<file path="config.mk">
export PLATFORM = sky130hd
export DESIGN_NAME = if_fetch_unit_flat
export DESIGN_NICKNAME = d
export VERILOG_FILES = /design/src/rtl/if_fetch_unit_if.sv /design/src/rtl/if_fetch_unit.sv /design/src/flat_wrapper.sv
export SDC_FILE = /design/constraint.sdc
export NUM_CORES = 1
export LEC_CHECK = 0
export BUFFER_PORTS_ARGS = -buffer_cell sky130_fd_sc_hd__buf_2
export CAP_MARGIN = 0
export CORE_MARGIN = 2
export CORE_UTILIZATION = 60
export CTS_BUF_LIST = sky130_fd_sc_hd__clkbuf_8
export CTS_CLUSTER_SIZE = 8
export DETAILED_ROUTE_END_ITERATION = 16
export PLACE_DENSITY = 0.92
export SETUP_SLACK_MARGIN = 0.3
export SLEW_MARGIN = 20
export SYNTH_ARGS = -nofsm -noshare
export SYNTH_HDL_FRONTEND = slang
export SYNTH_SLANG_ARGS = --single-unit
</file>
<file path="constraint.sdc">
create_clock -name clock -period 9.3 [get_ports clock]
set_input_delay 1.86 -clock clock [delete_from_list [all_inputs] [get_ports clock]]
set_output_delay 1.86 -clock clock [all_outputs]
set_load 0.03 [all_outputs]
</file>
<file path="src/rtl/if_fetch_unit_if.sv">
// IF-stage signal bundle: instruction-memory port, EX redirect and the ID beat handshake.
// Latency: none (wires only).
// Backpressure: id_ready from ID stalls id_valid beats; master = fetch unit, slave = its neighbours.
interface if_fetch_unit_if;
   // instruction memory port (1-cycle synchronous read)
   logic [31:0] imem_addr;
   logic [31:0] imem_rdata;
   // redirect from EX
   logic        redirect_valid;
   logic [31:0] redirect_pc;
   // beat towards ID
   logic        id_ready;
   logic        id_valid;
   logic [31:0] id_pc;
   logic [31:0] id_instr;
   logic [31:0] id_pc_plus4;

   modport master (
      output imem_addr,
      input  imem_rdata,
      input  redirect_valid,
      input  redirect_pc,
      input  id_ready,
      output id_valid,
      output id_pc,
      output id_instr,
      output id_pc_plus4
   );

   modport slave (
      input  imem_addr,
      output imem_rdata,
      output redirect_valid,
      output redirect_pc,
      output id_ready,
      input  id_valid,
      input  id_pc,
      input  id_instr,
      input  id_pc_plus4
   );
endinterface

</file>
<file path="src/rtl/if_fetch_unit.sv">
// IF fetch unit: owns the PC, drives imem_addr, delivers ordered {pc, instr} beats to ID.
// Latency: 2 edges from reset release or redirect to first id_valid; 1 beat/cycle steady state.
// Backpressure: 1-entry skid absorbs the response in flight when ID stalls; issue pauses until room.
// Optional: define IF_FETCH_PERF_EN to add perf_fetched / perf_flushes event counters.
module if_fetch_unit #(
   parameter logic [31:0] RESET_PC = 32'h0000_0000
) (
   input  logic           clock,
   input  logic           reset_n,
   if_fetch_unit_if.master bus
`ifdef IF_FETCH_PERF_EN
   ,
   output logic [31:0]    perf_fetched,
   output logic [15:0]    perf_flushes
`endif
);

   // fetch address and the request whose data is on imem_rdata this cycle
   logic [31:0] r_fetch_pc;
   logic        r_inflight;
   logic [31:0] r_inflight_pc;

   // output slot, directly visible on id_*
   logic        r_out_valid;
   logic [31:0] r_out_pc;
   logic [31:0] r_out_pc4;
   logic [31:0] r_out_instr;

   // skid slot, always younger than the output slot
   logic        r_skid_valid;
   logic [31:0] r_skid_pc;
   logic [31:0] r_skid_instr;

   logic        w_consume;
   logic        w_out_free;
   logic        w_issue;
   logic [31:0] w_fetch_pc_d;
   logic        w_out_valid_d;
   logic        w_out_load;
   logic [31:0] w_out_pc_d;
   logic [31:0] w_out_instr_d;
   logic        w_skid_valid_d;
   logic        w_skid_load;
   logic [31:0] w_skid_pc_d;
   logic [31:0] w_skid_instr_d;

   assign w_consume  = r_out_valid & bus.id_ready;
   assign w_out_free = ~r_out_valid | w_consume;

   // Stop issuing when the response already in flight would need the skid slot,
   // or when the skid slot is occupied; a redirect replaces this edge's issue.
   assign w_issue = ~r_skid_valid
                  & ~(r_out_valid & ~bus.id_ready & r_inflight)
                  & ~bus.redirect_valid;

   // Next fetch address: redirect target (word aligned), sequential step, or hold.
   always_comb begin
      w_fetch_pc_d = r_fetch_pc;
      if (bus.redirect_valid) begin
         w_fetch_pc_d = {bus.redirect_pc[31:2], 2'b00};
      end else if (w_issue) begin
         w_fetch_pc_d = r_fetch_pc + 32'd4;
      end
   end

   // Slot placement: output takes skid before the response so program order holds.
   always_comb begin
      w_out_valid_d  = r_out_valid;
      w_out_load     = 1'b0;
      w_out_pc_d     = r_out_pc;
      w_out_instr_d  = r_out_instr;
      w_skid_valid_d = r_skid_valid;
      w_skid_load    = 1'b0;
      w_skid_pc_d    = r_skid_pc;
      w_skid_instr_d = r_skid_instr;
      if (bus.redirect_valid) begin
         w_out_valid_d  = 1'b0;
         w_skid_valid_d = 1'b0;
      end else if (w_out_free) begin
         if (r_skid_valid) begin
            w_out_valid_d  = 1'b1;
            w_out_load     = 1'b1;
            w_out_pc_d     = r_skid_pc;
            w_out_instr_d  = r_skid_instr;
            w_skid_valid_d = r_inflight;
            w_skid_load    = r_inflight;
            w_skid_pc_d    = r_inflight_pc;
            w_skid_instr_d = bus.imem_rdata;
         end else if (r_inflight) begin
            w_out_valid_d  = 1'b1;
            w_out_load     = 1'b1;
            w_out_pc_d     = r_inflight_pc;
            w_out_instr_d  = bus.imem_rdata;
         end else begin
            w_out_valid_d  = 1'b0;
         end
      end else if (r_inflight) begin
         // output stalled: the response parks in skid (issue rule guarantees it is empty)
         w_skid_valid_d = 1'b1;
         w_skid_load    = 1'b1;
         w_skid_pc_d    = r_inflight_pc;
         w_skid_instr_d = bus.imem_rdata;
      end
   end

   // Fetch PC and in-flight tracking.
   always_ff @(posedge clock or negedge reset_n) begin
      if (!reset_n) begin
         r_fetch_pc    <= RESET_PC;
         r_inflight    <= 1'b0;
         r_inflight_pc <= 32'd0;
      end else begin
         r_fetch_pc <= w_fetch_pc_d;
         r_inflight <= w_issue;
         if (w_issue) begin
            r_inflight_pc <= r_fetch_pc;
         end
      end
   end

   // Output and skid slot registers; pc+4 is registered alongside so it reads 0 out of reset.
   always_ff @(posedge clock or negedge reset_n) begin
      if (!reset_n) begin
         r_out_valid  <= 1'b0;
         r_out_pc     <= 32'd0;
         r_out_pc4    <= 32'd0;
         r_out_instr  <= 32'd0;
         r_skid_valid <= 1'b0;
         r_skid_pc    <= 32'd0;
         r_skid_instr <= 32'd0;
      end else begin
         r_out_valid  <= w_out_valid_d;
         r_skid_valid <= w_skid_valid_d;
         if (w_out_load) begin
            r_out_pc    <= w_out_pc_d;
            r_out_pc4   <= w_out_pc_d + 32'd4;
            r_out_instr <= w_out_instr_d;
         end
         if (w_skid_load) begin
            r_skid_pc    <= w_skid_pc_d;
            r_skid_instr <= w_skid_instr_d;
         end
      end
   end

   assign bus.imem_addr   = r_fetch_pc;
   assign bus.id_valid    = r_out_valid;
   assign bus.id_pc       = r_out_pc;
   assign bus.id_instr    = r_out_instr;
   assign bus.id_pc_plus4 = r_out_pc4;

`ifdef IF_FETCH_PERF_EN
   logic [31:0] r_perf_fetched;
   logic [15:0] r_perf_flushes;

   // Event counters: handshakes (including one coincident with a redirect) and redirect edges.
   always_ff @(posedge clock or negedge reset_n) begin
      if (!reset_n) begin
         r_perf_fetched <= 32'd0;
         r_perf_flushes <= 16'd0;
      end else begin
         r_perf_fetched <= r_perf_fetched + {31'd0, w_consume};
         r_perf_flushes <= r_perf_flushes + {15'd0, bus.redirect_valid};
      end
   end

   assign perf_fetched = r_perf_fetched;
   assign perf_flushes = r_perf_flushes;
`endif

endmodule

</file>
<file path="src/flat_wrapper.sv">
// flat-port wrapper written by rule: the top's interface ports become plain ports
module if_fetch_unit_flat 
#(
   parameter logic [31:0] RESET_PC = 32'h0000_0000
)
  (clock, reset_n, bus_imem_addr, bus_imem_rdata, bus_redirect_valid, bus_redirect_pc, bus_id_ready, bus_id_valid, bus_id_pc, bus_id_instr, bus_id_pc_plus4);
  if_fetch_unit_if bus_i ();
  input  logic clock;
  input  logic reset_n;
  output wire logic [$bits(bus_i.imem_addr)-1:0] bus_imem_addr;
  input wire logic [$bits(bus_i.imem_rdata)-1:0] bus_imem_rdata;
  input wire logic [$bits(bus_i.redirect_valid)-1:0] bus_redirect_valid;
  input wire logic [$bits(bus_i.redirect_pc)-1:0] bus_redirect_pc;
  input wire logic [$bits(bus_i.id_ready)-1:0] bus_id_ready;
  output wire logic [$bits(bus_i.id_valid)-1:0] bus_id_valid;
  output wire logic [$bits(bus_i.id_pc)-1:0] bus_id_pc;
  output wire logic [$bits(bus_i.id_instr)-1:0] bus_id_instr;
  output wire logic [$bits(bus_i.id_pc_plus4)-1:0] bus_id_pc_plus4;
  assign bus_imem_addr = bus_i.imem_addr;
  assign bus_i.imem_rdata = bus_imem_rdata;
  assign bus_i.redirect_valid = bus_redirect_valid;
  assign bus_i.redirect_pc = bus_redirect_pc;
  assign bus_i.id_ready = bus_id_ready;
  assign bus_id_valid = bus_i.id_valid;
  assign bus_id_pc = bus_i.id_pc;
  assign bus_id_instr = bus_i.id_instr;
  assign bus_id_pc_plus4 = bus_i.id_pc_plus4;
  if_fetch_unit #(.RESET_PC(RESET_PC)) u_core (.clock(clock), .reset_n(reset_n), .bus(bus_i));
endmodule
</file>
==> impl_metrics.yaml, run 1 <==
status:
  outcome: "complete, no violations"
synth:
  ys_ff_latch: 218
  synthCells: 975
  synth_edf_count: 0
  synthesis.area_mm2: 0.0103
  syn_area_per_cell_um2: 10.6
  ys_seq_area_frac: 0.529
  synth_area_leaders: "dfrtp_1, mux2_2, nand2_1, o21ai_0, mux2i_1"
  yosys.area.top_type_share: 0.529
  ys_warn_count: 0
  synth.distinct_cells: 73
  async_flop_share: 1.00
  ys.flop_type: "dfrtp_1"
  yosysTopAreaCell: "dfrtp_1"
job:
  max_cap_violations: 0
placement:
  gp_congestion: 0.892
  hpwl_um: 17100
  dp.cells: 1331
  port_buffers: 192
sta:
  post-route-min-period_ps: 5610
  rsz0062_at_grt: "no"
  maxSlewViolCount: 0
  finalSetupTns_ps: 0
  timing.fmax_ghz: 0.178
  period_share: 0.604
  setup_viol: 0
  worstMarginPinSlew_ps: 1100
  finalClockSkew_ps: 19.9
  finalHoldViolCount: 0
  slew_headroom: 0.267
clock_tree:
  cts_resized: 0
  clockBufferDepth: 3
  root_buffer: "clkbuf_8"
  clock_latency_ps: 530
  clk_pin_slew_ps: 50
  cts.sinks: 218
  cts_tree: "done"
  cts_hold_buf: 0
  cts-buffers-inserted: 37
  ctsHtreeMaxLevel: 2
  post-cts-setup-buffers: 0
global_routing:
  track_usage: 0.285
  grt_pass1_wl_um: 41500
  grt_remaining_overflow: 0
  grt_pass1_vias: 8191
  grt_max_degree: 138
  antenna_found_initial: 0
final_layout:
  area_growth_pct: 16.8
  seq_area_mm2: 0.00546
  mostFrequentLayoutCell: "dfrtp_1"
  final_cell_mix: "dfrtp_1, buf_2, nand2_1"
  final_layout_size_suffix_gt1_frac: 0.297
  diodes: 0
  fin_nets: 1222
  fin_cells: 1396
  fillCellCount: 1144
  multiInputGateArea_mm2: 0.00443
worst_setup_path:
  crit_chain: "buf_2 -> buf_4 -> inv_2 -> nand2_1 -> a221o_1 -> ha_1 -> inv_1 -> a221o_1 -> and4bb_4 -> or4b_1 -> or4_1 -> a31oi_1"
  crit_arrival_ps: 6060
  cp_slowest_cell: "or4b_1"
  worstSetupPathType: "in2reg"
  endpoint_kind: "register"
  critPathMaxFanout: 78
  crit_top_cell: "a221o_1"
  required_ps: 9740
  slowest_delay_ps: 610
  startpoint_type: "input port"
  reg2reg_depth: 10
die:
  die_h_um: 135
  start_util: 0.617
  pin_count: 197
  core_area_mm2: 0.0167
  die_w_um: 135
  fp-row-count: 47
  dieArea_mm2: 0.0183
pwr:
  peakVddDrop_mv: 0.131
  power.leakage_nw: 5.61
  power_density_mw_per_mm2: 244
detailed_routing:
  drt_wl_total_um: 26100
  wl_per_cell_um: 18.7
  num_vias: 8425
  dr.pass1.iters: 6
  drt-vias-per-instance: 6.04
  drc: 0
  drtIter0Drc: 742
  ant_nets: 0
worst_hold_path:
  holdCritPathClass: "reg2reg"
  holdPathStages: 2
==> synth_stat cells, drive strengths merged (3+ instances only) <==
master	number
dfrtp	218
nand2	144
o21ai	100
mux2	72
clkbuf	40
inv	37
nor2	36
mux2i	34
xnor2	28
buf	25
nand3	23
nor3	22
nand4	15
xor2	13
a31oi	10
a41oi	10
a211oi	9
a21oi	9
and2	9
nand3b	9
o31ai	9
or4	8
a21o	7
a22o	7
o221ai	7
a22oi	6
nor4	6
a221o	5
and3	5
and4	5
nand2b	4
a31o	3
a32oi	3
nor2b	3
nor3b	3
o221a	3
==> report_power, final <==
| group | switching [mW] | total [mW] | internal (mW) |
|---|---|---|---|
| Clock | 0.370 | 0.795 | 0.425 |
| Sequential | 0.168 | 1.34 | 1.17 |
| Combinational | 0.514 | 0.796 | 0.282 |
| Total | 1.05 | 2.93 | 1.88 |
==> flip-flops by register name, indices dropped and copies added, names as in the netlist <==
| name | count |
|---|---|
| u_core.bus.id_instr | 32 |
| u_core.bus.id_pc | 30 |
| u_core.bus.id_pc_plus4 | 31 |
| u_core.bus.id_valid | 1 |
| u_core.bus.imem_addr | 30 |
| u_core.r_inflight | 1 |
| u_core.r_inflight_pc | 30 |
| u_core.r_skid_instr | 32 |
| u_core.r_skid_pc | 30 |
| u_core.r_skid_valid | 1 |
==> cell type report <==
type / count / area share
well taps: 220 / 0.0228
clock inverters: 19 / 0.00633
multi-input cells: 656 / 0.367
clock buffers: 44 / 0.0503
inverters: 37 / 0.0115
flip-flops and latches: 218 / 0.453
repair buffers: 202 / 0.0885
==> cells by family after synthesis <==
logic type	Yosys count	synth area share
and+or+nand+nor	305	0.149
DFF	218	0.529
adders and majority gates	2	0.00243
AOI/OAI and AO/OA	200	0.129
muxes	106	0.112
other	1	0.000364
buffers and inverters	102	0.0438
xor gates and xnor gates	41	0.0348
==> metrics by stage <==
step | total power [mW] | util | instance area (um2) | setup WS, ps | hold slack, ps
floorplan | 1.86 | - | 10300 | 4630 | 443
global placement | 2.09 | 0.678 | 11300 | 3280 | 451
detailed placement | 2.14 | 0.678 | 11300 | 3230 | 456
CTS | 2.93 | 0.719 | 12000 | 3750 | 467
global route | 3.07 | 0.721 | 12000 | 3490 | 496
finish | 2.93 | 0.721 | 12000 | 3690 | 465
==> critical path, delay by kind of cell <==
kind                       cells  cell delay [ps]
AOI/OAI and AO/OA              3              800
adders and majority gates      1              170
buffers and inverters          4             1100
and+or+nand+nor                4             2100
==> path summary, 6_finish.rpt <==
check / start / to / slack, ps
max: bus_redirect_valid / u_core.bus.id_pc_plus4[18] / 3690
min: u_core.bus.id_pc_plus4[5] / u_core.bus.id_pc_plus4[5] / 470
max reg2reg: u_core.r_skid_valid / u_core.bus.id_pc_plus4[18] / 4910
min reg2reg: u_core.bus.id_pc_plus4[5] / u_core.bus.id_pc_plus4[5] / 470
max in group asynchronous: reset_n / u_core.bus.id_pc_plus4[1] / 6530
min in group asynchronous: reset_n / u_core.bus.id_pc_plus4[28] / 1430
==> layer usage <==
layer / up-vias / GRT usage / share of wire
li1: 3832 / - / -
met2: 453 / 0.456 / 0.47
met1: 4083 / 0.383 / 0.41
met5: - / 0 / 0
met4: 0 / 0.111 / 0.026
met3: 57 / 0.0631 / 0.096
No activity file was read; power rests on OpenSTA's default activity.
==> run 2, diff against run 1 <==
CORE_UTILIZATION = 52   (was 60)
PLACE_DENSITY = 0.85   (was 0.92)
clock period = 4.6 ns   (was 9.3 ns; I/O delays follow)
==> run 2 against run 1 <==
  * Die area grew 15%
  * Clock power increased by 110%
  * Cell area is 1.4% higher
  * Routed wire length is 2.3% lower
  * Non-clock buffer count rose by 13
  * Hold slack lost 13 ps
  * Power increased by 100%
==> impl_metrics.yaml, run 2 (synthesis results as in run 1) <==
clock_tree:
  cts_resized: 0
  cts.sinks: 218
  cts_tree: "done"
  root_buffer: "clkbuf_8"
  clockBufferDepth: 3
  clock_latency_ps: 540
  clk_pin_slew_ps: 70
  post-cts-setup-buffers: 0
  cts-buffers-inserted: 36
  ctsHtreeMaxLevel: 2
  cts_hold_buf: 0
placement:
  port_buffers: 192
  gp_congestion: 0.881
  hpwl_um: 18100
  placed_cell_area_mm2: 0.0115
  post-place-ws_ps: 431
sta:
  post-route-min-period_ps: 3850
  slew_headroom: 0.414
  fin_ws_ps: 749
  rsz0062_at_grt: "no"
  finalHoldViolCount: 0
  maxSlewViolCount: 0
  period_share: 0.837
  finalClockSkew_ps: 34.3
  timing.fmax_ghz: 0.260
  setup_viol: 0
  worstMarginPinSlew_ps: 879
  holdWs_ps: 452
  finalSetupTns_ps: 0
global_routing:
  grt_max_degree: 106
  grt_pass1_vias: 7758
  track_usage: 0.242
  antenna_found_initial: 0
  grt_pass1_wl_um: 40100
  grt_remaining_overflow: 0
final_layout:
  finish.utilization: 0.628
  mostFrequentLayoutCell: "dfrtp_1"
  area_growth_pct: 18.5
  final_area_mm2: 0.0122
  final_layout_size_suffix_gt1_frac: 0.305
  diodes: 0
  seq_area_mm2: 0.00546
  multiInputGateArea_mm2: 0.00442
  fillCellCount: 1554
  fin_nets: 1234
  final_cell_mix: "dfrtp_1, buf_2, nand2_1"
die:
  pin_count: 197
  dieArea_mm2: 0.0210
  core_area_mm2: 0.0195
  fp-row-count: 51
  die_h_um: 145
  die_w_um: 145
  start_util: 0.530
detailed_routing:
  drt_wl_total_um: 25500
  dr.pass1.iters: 5
  dr_wl_met2_um: 11800
  m1WireLength_um: 10900
  dr_wl_met3_um: 2210
  drt-vias-per-instance: 5.68
  highest_layer: "met4"
  drtIter0Drc: 511
  num_vias: 8237
  ant_nets: 0
  wl_per_cell_um: 17.6
  drc: 0
worst_setup_path:
  worstSetupPathType: "reg2reg"
  crit_path_start: "u_core.r_skid_valid"
  cp-endpoint: "u_core.bus.id_pc_plus4[18]"
  regToRegStartpoint: "u_core.r_skid_valid"
  slowest_delay_ps: 620
  regToRegSetupSlack_ps: 750
  path_delay_family: "simple AND/OR/NAND/NOR gates"
  cp_slowest_cell: "or4b_1"
  reg2reg_depth: 10
  startpoint_type: "register"
  cp.depth: 10
  crit_arrival_ps: 4310
  crit_chain: "nor2b_4 -> a41o_1 -> a221o_1 -> ha_1 -> inv_1 -> a221o_1 -> and4bb_4 -> or4b_1 -> or4_1 -> a31oi_1"
  critPathMaxFanout: 23
  rr_endpoint: "u_core.bus.id_pc_plus4[18]"
  required_ps: 5060
  endpoint_kind: "register"
  cp.buffers_inverters: 1
  crit_top_cell: "a221o_1"
job:
  max_cap_violations: 0
pwr:
  peakVddDrop_mv: 0.230
  power.leakage_nw: 5.67
  power_density_mw_per_mm2: 492
worst_hold_path:
  holdCritPathClass: "in2async"
status:
  outcome: "complete, no violations"
## run 2: final cells by class
type	instances	area share
Clock buffer	43	0.0484
Clock inverter	16	0.00963
Inverter	37	0.0114
Multi-Input combinational cell	656	0.362
Sequential cell	218	0.447
Tap cell	265	0.0271
Timing Repair Buffer	215	0.0945
## run 2: how the worst min path moves through the flow
| stage | start | end | slack [ps] |
|---|---|---|---|
| floorplan | u_core.r_skid_pc[7] | u_core.r_skid_pc[7] | 440 |
| global placement | u_core.bus.id_pc_plus4[5] | u_core.bus.id_pc_plus4[5] | 450 |
| detailed placement | u_core.bus.id_instr[7] | u_core.bus.id_instr[7] | 460 |
| CTS | u_core.bus.id_instr[7] | u_core.bus.id_instr[7] | 480 |
| global route | u_core.bus.id_instr[31] | u_core.bus.id_instr[31] | 490 |
| finish | reset_n | u_core.bus.id_instr[20] | 450 |
## run 2: power by group
group | internal (mW) | leakage [nW] | switching [mW]
sequential | 2.37 | 2.70 | 0.329
combinational | 0.576 | 2.57 | 1.03
clock | 0.953 | 0.411 | 0.746
## run 2: metrics by stage
stage | total power, mW | std cells
after floorplan | 3.76 | 976
after global placement | 4.27 | 1391
after detailed placement | 4.34 | 1391
after CTS | 6.05 | 1450
after global routing | 6.32 | 1450
final | 6.01 | 1450
## run 2: worst reg2reg max path, stage by stage, from the launching register on
cell      delay [ps]
dfrtp_4          590
nor2b_4          500
a41o_1           280
a221o_1          180
ha_1             160
inv_1             60
a221o_1          290
and4bb_4         360
or4b_1           620
or4_1            560
a31oi_1          170
## run 2: routing by layer
metal  global-route usage  vias to the layer above
met5                    0                        -
met4               0.0864                        0
met3               0.0609                       48
met2                0.383                      353
met1                0.325                     3996
li1                     -                     3840
==> run 3, diff against run 2 <==
clock period = 3.4 ns   (was 4.6 ns; I/O delays follow)
==> run 3 against run 2 <==
  * Routed wire length is 1.4% higher
  * Register-to-register slack lost 430 ps
  * Sequential power rose by 36%
  * Via count increased by 1.8%
  * Utilization up 1.8 points
==> impl_metrics.yaml, run 3 (synthesis results as in run 1) <==
status:
  outcome: "complete, no violations"
clock_tree:
  clk_pin_slew_ps: 60
  clock_latency_ps: 520
  cts_tree: "done"
  ctsHtreeMaxLevel: 2
  clockBufferDepth: 3
  cts-buffers-inserted: 37
  cts_hold_buf: 0
  root_buffer: "clkbuf_8"
  cts.sinks: 218
sta:
  setup_viol: 0
  post-route-min-period_ps: 3080
  finalSetupTns_ps: 0
  timing.fmax_ghz: 0.324
  period_share: 0.907
  rsz0062_at_grt: "yes"
  worstMarginPinSlew_ps: 785
  fin_ws_ps: 315
  finalClockSkew_ps: 17.6
  finalHoldViolCount: 0
  maxSlewViolCount: 0
  slew_headroom: 0.476
final_layout:
  fillCellCount: 1547
  final_cell_mix: "dfrtp_1, buf_2, nand2_1"
  diodes: 0
  final_layout_size_suffix_gt1_frac: 0.338
  fin_nets: 1275
  mostFrequentLayoutCell: "dfrtp_1"
  finish.utilization: 0.646
  area_growth_pct: 21.9
worst_setup_path:
  endpoint_kind: "register"
  worstSetupPathType: "reg2reg"
  regToRegSetupSlack_ps: 320
  startpoint_type: "register"
  critPathMaxFanout: 8
  slowest_delay_ps: 530
  reg2reg_depth: 10
  regToRegStartpoint: "u_core.r_skid_valid"
  cp.buffers_inverters: 1
  crit_chain: "nor2b_4 -> a41o_1 -> a221o_1 -> ha_2 -> inv_2 -> a221o_1 -> and4bb_4 -> or4b_4 -> or4_1 -> nand3_1"
  path_delay_family: "simple AND/OR/NAND/NOR gates"
  crit_top_cell: "a221o_1"
  required_ps: 3850
  cp_slowest_cell: "dfrtp_4"
  rr_endpoint: "u_core.bus.id_pc_plus4[20]"
  crit_arrival_ps: 3530
detailed_routing:
  drt-vias-per-instance: 5.63
  drt_wl_total_um: 25900
  dr.pass1.iters: 5
  wl_per_cell_um: 17.3
  num_vias: 8388
  ant_nets: 0
  drc: 0
  drtIter0Drc: 582
job:
  max_cap_violations: 0
global_routing:
  grt_pass1_wl_um: 40800
  grt_max_degree: 80
  grt_pass1_vias: 7854
  track_usage: 0.246
  antenna_found_initial: 1
  grt_remaining_overflow: 0
pwr:
  totalPowerFinal_mw: 8.07
  power_density_mw_per_mm2: 642
  power.leakage_nw: 5.88
  peakVddDrop_mv: 0.335
die:
  dieArea_mm2: 0.0210
  start_util: 0.530
  pin_count: 197
  die_h_um: 145
  fp-row-count: 51
  core_area_mm2: 0.0195
  die_w_um: 145
placement:
  gp_congestion: 0.893
  post-place-ws_ps: 49.9
  port_buffers: 192
  hpwl_um: 18100
worst_hold_path:
  holdCritPathClass: "in2async"
run 3: timing repair:
| item | in CTS | in global routing |
|---|---|---|
| setup buffers | 2 | 7 |
| endpoints found under the setup margin | 4 | 7 |
| resized for setup | 2 | 7 |
| gates cloned | 0 | 0 |
| pin swaps | 0 | 5 |
run 3: worst max-delay path by stage:
stage / start / end / slack [ps] / cells past startpoint
finish: u_core.r_skid_valid / u_core.bus.id_pc_plus4[20] / 320 / 10
global route: u_core.r_skid_valid / u_core.bus.id_pc_plus4[20] / 230 / 10
CTS: u_core.r_skid_valid / u_core.bus.id_pc_plus4[18] / 320 / 10
detailed placement: bus_redirect_valid / u_core.bus.id_pc_plus4[18] / 50 / 11
global placement: bus_redirect_valid / u_core.bus.id_pc_plus4[28] / 80 / 11
floorplan: bus_id_ready / u_core.bus.id_pc_plus4[18] / 90 / 12
run 3: worst register-to-register path, stage by stage, from the launching register on:
cell,delay (ps)
dfrtp_4,530
nor2b_4,170
a41o_1,210
a221o_1,150
ha_2,170
inv_2,30
a221o_1,270
and4bb_4,350
or4b_4,520
or4_1,510
nand3_1,100
run 3: cell type report:
cell class	instances	area, um2	share of cell area
flip-flops and latches	218	5460	0.434
clock buffers	44	606	0.0482
inverters	37	139	0.0110
well taps	265	332	0.0264
multi-input cells	656	4480	0.356
clock inverters	16	68.8	0.00547
repair buffers	255	1480	0.118
run 3: routing by layer:
| layer | track usage | vias up | wire length [um] |
|---|---|---|---|
| li1 | - | 3941 | - |
| met1 | 0.332 | 4009 | 11100 |
| met2 | 0.393 | 386 | 11800 |
| met3 | 0.0648 | 50 | 2410 |
| met4 | 0.0731 | 2 | 558 |
| met5 | 0 | - | 13 |
run 3: stage by stage:
| stage | instances | cell area (um2) | hold slack (ps) |
|---|---|---|---|
| 4_1_cts | 1484 | 12500 | 189 |
| 2_1_floorplan | 976 | 10400 | 384 |
| 5_1_grt | 1491 | 12600 | 201 |
| 3_5_place_dp | 1422 | 11800 | 466 |
| 3_3_place_gp | 1422 | 11800 | 452 |
| 6_report | 1491 | 12600 | 159 |
run 3: report_power, final:
| group | leakage [nW] | total, mW | switching (mW) | internal [mW] |
|---|---|---|---|---|
| combinational | 2.79 | 2.25 | 1.41 | 0.841 |
| clock | 0.397 | 2.16 | 0.999 | 1.16 |
| sequential | 2.70 | 3.66 | 0.447 | 3.21 |
